### config.mk
export PLATFORM = sky130hd
export DESIGN_NAME = hash_entry
export DESIGN_NICKNAME = d
export VERILOG_FILES = /design/src/rtl/hash_entry.sv
export SDC_FILE = /design/constraint.sdc
export NUM_CORES = 2
export LEC_CHECK = 0
export CORE_AREA = 2 2 401 403
export CTS_BUF_LIST = sky130_fd_sc_hd__clkbuf_4 sky130_fd_sc_hd__clkbuf_8
export CTS_CLUSTER_SIZE = 20
export DETAILED_ROUTE_END_ITERATION = 16
export DIE_AREA = 0 0 403 405
export GPL_ROUTABILITY_DRIVEN = 0
export GPL_TIMING_DRIVEN = 0
export HOLD_SLACK_MARGIN = 0.03
export SLEW_MARGIN = 15
export SYNTH_ARGS = -nofsm -noshare
export SYNTH_HDL_FRONTEND = slang
export SYNTH_SLANG_ARGS = --single-unit
export TNS_END_PERCENT = 5
### constraint.sdc
create_clock -name clk -period 4.6 [get_ports clk]
set_input_delay 0.92 -clock clk [delete_from_list [all_inputs] [get_ports clk]]
set_output_delay 0.92 -clock clk [all_outputs]
set_load 0.05 [all_outputs]
### src/rtl/hash_entry.sv
// hash_entry: PS/2 set-2 keyboard front end for the hash terminal.
// Filters and frames PS/2 scan codes, decodes hex digits and editing keys, and
// assembles the 1024-bit message block presented as inhash.
// Build option: define HASH_ENTRY_PARITY_EN to enable the odd-parity check.
module hash_entry #(
   parameter int unsigned FILTER_LEN     = 8,
   parameter int unsigned TIMEOUT_CYCLES = 100000
) (
   input  logic          clk,
   input  logic          rst_n,
   input  logic          ps2_clk,
   input  logic          ps2_data,
   output logic [1023:0] inhash,
   output logic [8:0]    nibble_count,
   output logic          msg_valid,
   output logic          frame_err
);

   localparam int unsigned FiltW = (FILTER_LEN > 1) ? $clog2(FILTER_LEN) : 1;
   localparam int unsigned ToW   = (TIMEOUT_CYCLES > 1) ? $clog2(TIMEOUT_CYCLES) : 1;

   localparam logic [1:0] StIdle   = 2'd0;
   localparam logic [1:0] StData   = 2'd1;
   localparam logic [1:0] StParity = 2'd2;
   localparam logic [1:0] StStop   = 2'd3;

   logic             clk_s1, clk_s2;
   logic             data_s1, data_s2;
   logic             filt_q;
   logic [FiltW-1:0] filt_cnt_q;
   logic             fall;
   logic [1:0]       state_q;
   logic [2:0]       bit_cnt_q;
   logic [7:0]       shift_q;
   logic             par_q;
   logic [ToW-1:0]   to_cnt_q;
   logic             par_bad;
   logic             byte_rdy;
   logic [7:0]       byte_q;
   logic             brk_q, ext_q, done_q;
   logic             is_hex;
   logic [3:0]       nib;

   // Two-flop synchronizers for the asynchronous PS/2 lines (idle high).
   always_ff @(posedge clk) begin
      if (!rst_n) begin
         clk_s1  <= 1'b1;
         clk_s2  <= 1'b1;
         data_s1 <= 1'b1;
         data_s2 <= 1'b1;
      end else begin
         clk_s1  <= ps2_clk;
         clk_s2  <= clk_s1;
         data_s1 <= ps2_data;
         data_s2 <= data_s1;
      end
   end

   // Glitch filter: flip the filtered clock after FILTER_LEN differing samples;
   // fall marks a filtered 1->0 change for exactly one cycle.
   always_ff @(posedge clk) begin
      if (!rst_n) begin
         filt_q     <= 1'b1;
         filt_cnt_q <= '0;
         fall       <= 1'b0;
      end else begin
         fall <= 1'b0;
         if (clk_s2 != filt_q) begin
            if (filt_cnt_q == FiltW'(FILTER_LEN - 1)) begin
               filt_q     <= clk_s2;
               filt_cnt_q <= '0;
               fall       <= filt_q;
            end else begin
               filt_cnt_q <= filt_cnt_q + FiltW'(1);
            end
         end else begin
            filt_cnt_q <= '0;
         end
      end
   end

`ifdef HASH_ENTRY_PARITY_EN
   // Odd parity: data bits plus parity bit must hold an odd number of ones.
   assign par_bad = ~(^{shift_q, par_q});
`else
   logic unused_par;
   assign unused_par = par_q;
   assign par_bad    = 1'b0;
`endif

   // Frame receiver: start, 8 data bits LSB first, parity, stop; a stalled
   // frame is abandoned silently after TIMEOUT_CYCLES without a fall.
   always_ff @(posedge clk) begin
      if (!rst_n) begin
         state_q   <= StIdle;
         bit_cnt_q <= 3'd0;
         shift_q   <= 8'h00;
         par_q     <= 1'b0;
         to_cnt_q  <= '0;
         byte_rdy  <= 1'b0;
         byte_q    <= 8'h00;
         frame_err <= 1'b0;
      end else begin
         byte_rdy  <= 1'b0;
         frame_err <= 1'b0;
         if (fall) begin
            to_cnt_q <= '0;
            case (state_q)
               StIdle: begin
                  // A high bit here is not a start bit; ignore it.
                  if (!data_s2) begin
                     state_q   <= StData;
                     bit_cnt_q <= 3'd0;
                  end
               end
               StData: begin
                  shift_q   <= {data_s2, shift_q[7:1]};
                  bit_cnt_q <= bit_cnt_q + 3'd1;
                  if (bit_cnt_q == 3'd7) state_q <= StParity;
               end
               StParity: begin
                  par_q   <= data_s2;
                  state_q <= StStop;
               end
               StStop: begin
                  state_q <= StIdle;
                  if (!data_s2 || par_bad) begin
                     frame_err <= 1'b1;
                  end else begin
                     byte_rdy <= 1'b1;
                     byte_q   <= shift_q;
                  end
               end
               default: state_q <= StIdle;
            endcase
         end else if (state_q != StIdle) begin
            if (to_cnt_q == ToW'(TIMEOUT_CYCLES - 1)) begin
               state_q  <= StIdle;
               to_cnt_q <= '0;
            end else begin
               to_cnt_q <= to_cnt_q + ToW'(1);
            end
         end else begin
            to_cnt_q <= '0;
         end
      end
   end

   // Set-2 make code to hex nibble.
   always_comb begin
      is_hex = 1'b1;
      nib    = 4'h0;
      case (byte_q)
         8'h45: nib = 4'h0;
         8'h16: nib = 4'h1;
         8'h1E: nib = 4'h2;
         8'h26: nib = 4'h3;
         8'h25: nib = 4'h4;
         8'h2E: nib = 4'h5;
         8'h36: nib = 4'h6;
         8'h3D: nib = 4'h7;
         8'h3E: nib = 4'h8;
         8'h46: nib = 4'h9;
         8'h1C: nib = 4'hA;
         8'h32: nib = 4'hB;
         8'h21: nib = 4'hC;
         8'h23: nib = 4'hD;
         8'h24: nib = 4'hE;
         8'h2B: nib = 4'hF;
         default: is_hex = 1'b0;
      endcase
   end

   // Key decoder: break/extended prefixes, then one buffer action per byte.
   always_ff @(posedge clk) begin
      if (!rst_n) begin
         inhash       <= '0;
         nibble_count <= 9'd0;
         msg_valid    <= 1'b0;
         brk_q        <= 1'b0;
         ext_q        <= 1'b0;
         done_q       <= 1'b0;
      end else begin
         msg_valid <= 1'b0;
         if (byte_rdy) begin
            if (brk_q) begin
               // Release code: swallow it and drop both prefixes.
               brk_q <= 1'b0;
               ext_q <= 1'b0;
            end else if (byte_q == 8'hF0) begin
               brk_q <= 1'b1;
            end else if (byte_q == 8'hE0) begin
               ext_q <= 1'b1;
            end else if (ext_q) begin
               // Only keypad Enter is honoured among extended keys.
               ext_q <= 1'b0;
               if (byte_q == 8'h5A) begin
                  msg_valid <= 1'b1;
                  done_q    <= 1'b1;
               end
            end else if (is_hex) begin
               if (done_q) begin
                  // First digit after Enter starts a new message.
                  done_q       <= 1'b0;
                  inhash       <= {1020'h0, nib};
                  nibble_count <= 9'd1;
               end else if (nibble_count != 9'd256) begin
                  inhash       <= {inhash[1019:0], nib};
                  nibble_count <= nibble_count + 9'd1;
               end
            end else begin
               case (byte_q)
                  8'h66: begin
                     done_q <= 1'b0;
                     if (nibble_count != 9'd0) begin
                        inhash       <= {4'h0, inhash[1023:4]};
                        nibble_count <= nibble_count - 9'd1;
                     end
                  end
                  8'h76: begin
                     inhash       <= '0;
                     nibble_count <= 9'd0;
                     done_q       <= 1'b0;
                  end
                  8'h5A: begin
                     msg_valid <= 1'b1;
                     done_q    <= 1'b1;
                  end
                  default: ;
               endcase
            end
         end
      end
   end

endmodule

; Yosys cells after proc, flatten, opt, wreduce, memory -nomap -nowiden
; Cells that the tools add are included.
; Widths: inputs -> output; s select.
[word_totals]
out_inout_bits = 1035
word_cells = 126
regBits = 1086
inputBits = 4
[classes]
mux = 34
n_reduce_logical = 23
n_addsub = 5
n_eq_ne = 36
bitwise = 8
[op_table]
columns = op, count
row1 = $mux 1024, 4
row2 = $pmux 1024 s2, 1
row3 = $eq 8x6->1 const B, 11
row4 = $pmux 4 s15, 1
row5 = $eq 8x7->1 const B, 5
row6 = $mux 9, 4
row7 = $eq 8x5->1 const B, 3
row8 = $pmux 9 s2, 1
row9 = $add 17x1->17 const B, 1
row10 = $eq 17x17->1 const B, 1
row11 = $eq 8x8->1 const B, 2
row12 = $reduce_or 16->1, 1
row13 = $mux 1, 14
row14 = $reduce_and 3->1, 4
row15 = $mux 2, 5
row16 = $add 9x1->9 const B, 1
row17 = $ne 3x3->1 const B, 3
row18 = $ne 9x9->1 const B, 1
row19 = $reduce_bool 9->1, 1
row20 = $sub 9x1->9 const B, 1
row21 = $not 1->1, 8
row22 = $pmux 2 s4, 1
row23 = $reduce_and 8->1, 1
row24 = $reduce_bool 2->1, 4
row25 = 20 further kinds, 27

; Longest topological paths before layout
[logic_depth]
depth_word = 5
depth_mapped = 12
ltp_nobuf = 8

; Worst setup path before layout
; Ideal clock, no wire load.
[synth_path]
path_type = reg-to-reg
start = register nibble_count[4]
end = register inhash[560]
path_stages_with_launch = 13
t_arrival_ns = 2.489
required_time_ns = 4.477
n_path_buf = 5
slack_ns = 1.989
cell_sequence = dfxtp_1 -> clkbuf_1 -> nor4_1 -> nand3_1 -> or3_1 -> o21a_1 -> o211a_1 -> buf_4 -> buf_6 -> buf_6 -> buf_6 -> o21ai_1 -> nor2_1
[synth_via]
elab_chain_len = 3
elab_cells_between_ends = 5
classes_between = eq/ne: 3 / reduce/logical: 2
[synth_lines]
columns = element, line
row1 = from (decl), 14  ; output logic [8:0] nibble_count,
row2 = from (signal assigned), 209  ; nibble_count <= nibble_count + 9'd1;
row3 = from (signal assigned), 217  ; nibble_count <= nibble_count - 9'd1;
row4 = $ne 9x9->1 or $reduce_bool 9->1 (tied branches), "207, 215"
row5 = $ne 3x2->1 (no line) or $ne 3x3->1 (tied branches), -
row6 = $reduce_and 8->1 (no line) *, -
row7 = to (signal assigned), 205  ; inhash <= {1020'h0, nib};
row8 = to (signal assigned), 208  ; inhash <= {inhash[1019:0], nib};
row9 = to (signal assigned), 216  ; inhash <= {4'h0, inhash[1023:4]};
row10 = to (decl), 13  ; output logic [1023:0] inhash,
; Mark *: on every way between the ends. The rest lies on a longest branch, timed or not.
; A chain may end at the register's enable or synchronous reset.

; Worst setup path in the final report
[layout_path]
start = register byte_q[7]
end = register inhash[779]
[layout_via]
elab_chain_len = 5
elab_cells_between_ends = 30
classes_between = eq/ne: 22 / mux: 3 / bitwise: 2 / reduce/logical: 3
[layout_lines]
columns = element, line
row1 = from (decl), 39  ; logic [7:0] byte_q;
row2 = from (signal assigned), 131  ; byte_q <= shift_q;
row3 = $eq 8x6->1 (tied with other cells), 153  ; case (byte_q)
row4 = $reduce_or 16->1 (no line), -
row5 = $mux 1, 153
row6 = $ne 3x3->1 (no line) (tied with other cells), -
row7 = $reduce_and 8->1 (no line), -
; Parallel ways exist; a longest one is shown, timed or not.

==> flow_metrics.py <==
metrics = {
    "synth": {
        "avgSynthCellArea_um2": 8.77,
        "ys_warn_count": 0,
        "syn-num-nets": 5076,
        "synthCells": 5060,
        "synth-main-ff-cell": "dfxtp_1",
        "synth-edff-count": 0,
        "syn_area_um2": 44400,
        "yosysSeqAreaShare": 0.490,
        "ys_ff_latch": 1086,
        "synth_cell_types": 60,
        "synth_async_sr_flop_share": 0,
    },
    "sta": {
        "rsz0062_at_grt": "no",
        "min_period_ns": 4.20,
        "finClkSkew_ns": 0.0851,
        "slew_viol_final": 0,
        "hold_slack_ns": 0.403,
        "fin_crit_sh": 0.912,
        "setup_violations": 0,
        "setup_slack_ns": 0.405,
        "max-slew-margin-rel": 0.209,
        "fmax_mhz": 238,
        "worst_pin_slew_ns": 1.19,
        "finalHoldViolCount": 0,
    },
    "detailed_routing": {
        "detailroute.via_count": 48100,
        "viasPerCell": 5.64,
        "dr.first_iter.drc_count": 5408,
        "firstDrtPassIters": 6,
        "drc": 0,
        "ant_nets": 0,
        "wl_um": 204000,
        "wire_per_inst_um": 24.0,
    },
    "cts": {
        "cts.sinks": 1086,
        "cts-root-buf": "clkbuf_8",
        "clockBufferDepth": 3,
        "clk_pin_slew_worst_paths_ns": 0.06,
        "clock_latency_ns": 0.96,
        "cts_tree": "yes",
        "h-tree-depth": 4,
        "cts_buffers": 192,
    },
    "layout": {
        "syn_to_final_growth_pct": 38.6,
        "utilization": 0.386,
        "drive_gt1_frac": 0.0813,
        "seqCellArea_um2": 21700,
        "multi_input_area_um2": 19900,
        "n_fill_cell": 16100,
        "final_nets": 6307,
        "finalInstanceArea_um2": 61500,
    },
    "floorplan": {
        "die_x_um": 403,
        "core_um2": 159000,
        "initial_core_util": 0.279,
        "die_h_um": 405,
        "dieArea_um2": 163000,
        "floorplan.rows": 147,
        "pin_count": 1039,
    },
    "global_route": {
        "use_met1": 0.300,
        "busiest_layer": "met2",
        "use_met2": 0.361,
        "antenna_found_initial": 7,
        "grt_pass1_wl_um": 297000,
        "grt_pass1_vias": 43800,
        "overflow": 0,
        "use_met3": 0.0667,
        "grt_max_degree": 17,
        "grt_usage": 0.236,
    },
    "setup_path": {
        "rr_endpoint": "inhash[779]$_SDFFE_PN0P_",
        "r2r_start": "byte_q[7]$_SDFFE_PN0P_",
        "cp_data_required_time_ns": 5.43,
        "end_kind": "register",
        "worst_ep_arrival_time_ns": 5.03,
        "worst_r2r_path_depth": 9,
        "reg2reg_slack_ns": 0.40,
        "path_class": "register to register",
        "critPathMaxFanout": 10,
        "worst_setup_path_start_kind": "register",
    },
    "power_and_ir_drop": {
        "power.switching_mw": 4.54,
        "peakVddDrop_mv": 0.257,
        "power_mw": 19.4,
        "combinationalPowerShare": 0.010,
        "cellInternalPower_mw": 14.8,
        "seqPwrFrac": 0.485,
        "p_per_area_nw_per_um2": 315,
        "clkPwrFrac": 0.504,
        "leakagePower_nw": 24.1,
        "sw_frac_of_total": 0.234,
    },
    "worst_hold_path": {
        "worstHoldStart": "clk_s1$_SDFF_PN1_",
        "holdPathEnd": "clk_s2$_SDFF_PN1_",
        "hold_path_depth": 1,
        "min_path_type": "register to register",
    },
    "placed_design": {
        "dpl_cell_area_um2": 57400,
        "dp_hpwl_um": 153000,
        "io_buffers": 1037,
        "dpl_worst_slack_ns": 0.310,
    },
    "job": {
        "maxCapViolations": 0,
    },
    "run_status": {
        "status": "completed",
    },
}
-- layout make-up --
class,instances,area share
Sequential cell,1086,0.353
Multi-Input combinational cell,3371,0.323
Timing Repair Buffer,1037,0.169
Clock buffer,301,0.0596
Buffer,591,0.0441
Tap cell,2086,0.0424
Clock inverter,37,0.00748
Inverter,12,0.000732
Antenna cell,9,0.000366
-- sequential cells by signal, indices dropped and copies added (netlist names), 2 cells and up --
register	count
bit_cnt_q	3
byte_q	8
filt_cnt_q	3
inhash	1024
nibble_count	9
shift_q	8
state_q	2
to_cnt_q	17
-- worst max-delay path: stages, from the launching register on --
cell      delay, ns
dfxtp_1        0.39
nor4bb_1       0.53
nand4_1        0.24
nand4_2        0.27
o31a_1         0.19
buf_4          0.35
clkbuf_1       0.80
clkbuf_1       0.79
a221oi_2       0.35
nor2_1         0.18
-- how the worst max path moves through the flow --
stage | slack (ns) | start | depth (start not counted) | to
final | 0.40 | byte_q[7]$_SDFFE_PN0P_ | 9 | inhash[779]$_SDFFE_PN0P_
after global routing | 0.15 | byte_q[1]$_SDFFE_PN0P_ | 10 | inhash[779]$_SDFFE_PN0P_
after floorplan | 1.99 | nibble_count[4]$_SDFFE_PN0P_ | 12 | inhash[560]$_SDFFE_PN0P_
after global placement | -0.1 | rst_n | 6 | inhash[737]$_SDFFE_PN0P_
after detailed placement | 0.31 | byte_q[1]$_SDFFE_PN0P_ | 10 | inhash[779]$_SDFFE_PN0P_
after CTS | 0.30 | byte_q[1]$_SDFFE_PN0P_ | 10 | inhash[779]$_SDFFE_PN0P_
-- stage by stage --
stage	std cells	TNS (ns)
after floorplan	5060	0
after global routing	8525	0
after CTS	8521	0
after global placement	8183	-7.25
after detailed placement	8183	0
final	8530	0
-- Yosys cell counts, types with 6 or more instances --
master / number / area (µm²)
dfxtp_1: 1086 / 21700
nor2_1: 1054 / 3960
a221oi_1: 1020 / 8930
o21ai_0: 730 / 3650
clkbuf_1: 406 / 1520
o21ai_1: 302 / 1510
buf_2: 122 / 611
nand2_1: 42 / 158
buf_6: 38 / 428
nand3_1: 34 / 170
nor2b_1: 17 / 106
a21boi_0: 13 / 97.6
buf_4: 13 / 97.6
buf_1: 12 / 45.0
ha_1: 12 / 150
inv_1: 12 / 45.0
a21oi_1: 11 / 55.1
mux2i_1: 11 / 110
nor3_1: 11 / 55.1
xor2_1: 10 / 87.6
xnor2_1: 9 / 78.8
nand2b_1: 8 / 50.1
and2_1: 7 / 43.8
and3_1: 6 / 37.5
-- logic make-up after synthesis --
kind of cell             after synthesis  share of synthesized area
XOR/XNOR                              19                    0.00375
AO/OA/AOI/OAI                       2113                      0.328
flip-flops                          1086                      0.490
buffers and inverters                603                     0.0620
multiplexers                          11                    0.00248
adder cells (fa/ha/maj)               12                    0.00338
AND/OR/NAND/NOR                     1216                      0.110
-- power by group through the flow --
stage / Sequential (mW) / Clock, mW / Combinational (mW)
final: 9.41 / 9.78 / 0.196
after global routing: 9.41 / 10.4 / 0.215
after CTS: 9.41 / 9.95 / 0.194
after detailed placement: 9.62 / 0 / 0.194
after global placement: 9.62 / 0 / 0.193
after floorplan: 9.62 / 0 / 0.122
-- layer usage --
metal  part of all wire  vias to the layer above
met2               0.45                     2324
met1               0.41                    23500
met3              0.087                      432
met5                  0                        -
li1                   -                    21800
met4              0.054                        0
-- layout by cell type (no fill, tap or decap), types with 6 or more instances in the layout --
master / n
clkbuf_8: 225
buf_6: 38
a21oi_1: 11
clkbuf_4: 76
nor2_1: 1054
nand3_1: 34
o21ai_1: 302
nand2b_1: 8
nor2b_1: 17
dfxtp_1: 1086
xnor2_1: 9
nand2_1: 42
clkbuf_1: 403
clkinv_2: 13
a221oi_1: 1019
ha_1: 12
clkdlybuf4s50_1: 1037
buf_4: 13
xor2_1: 10
o21ai_0: 730
buf_2: 122
nor3_1: 11
and2_1: 7
a21boi_0: 13
diode_2: 9
inv_1: 12
and3_1: 6
buf_1: 12
mux2i_1: 11
-- repair_timing --
item                                   in CTS  in global routing
buffers inserted                            0                  0
setup endpoints to repair                   0                  1
endpoints found under the hold margin       0                  0
hold buffers                                0                  0
gates resized for setup                     0                  3
Note: power is estimated with default switching activity, not from simulation.
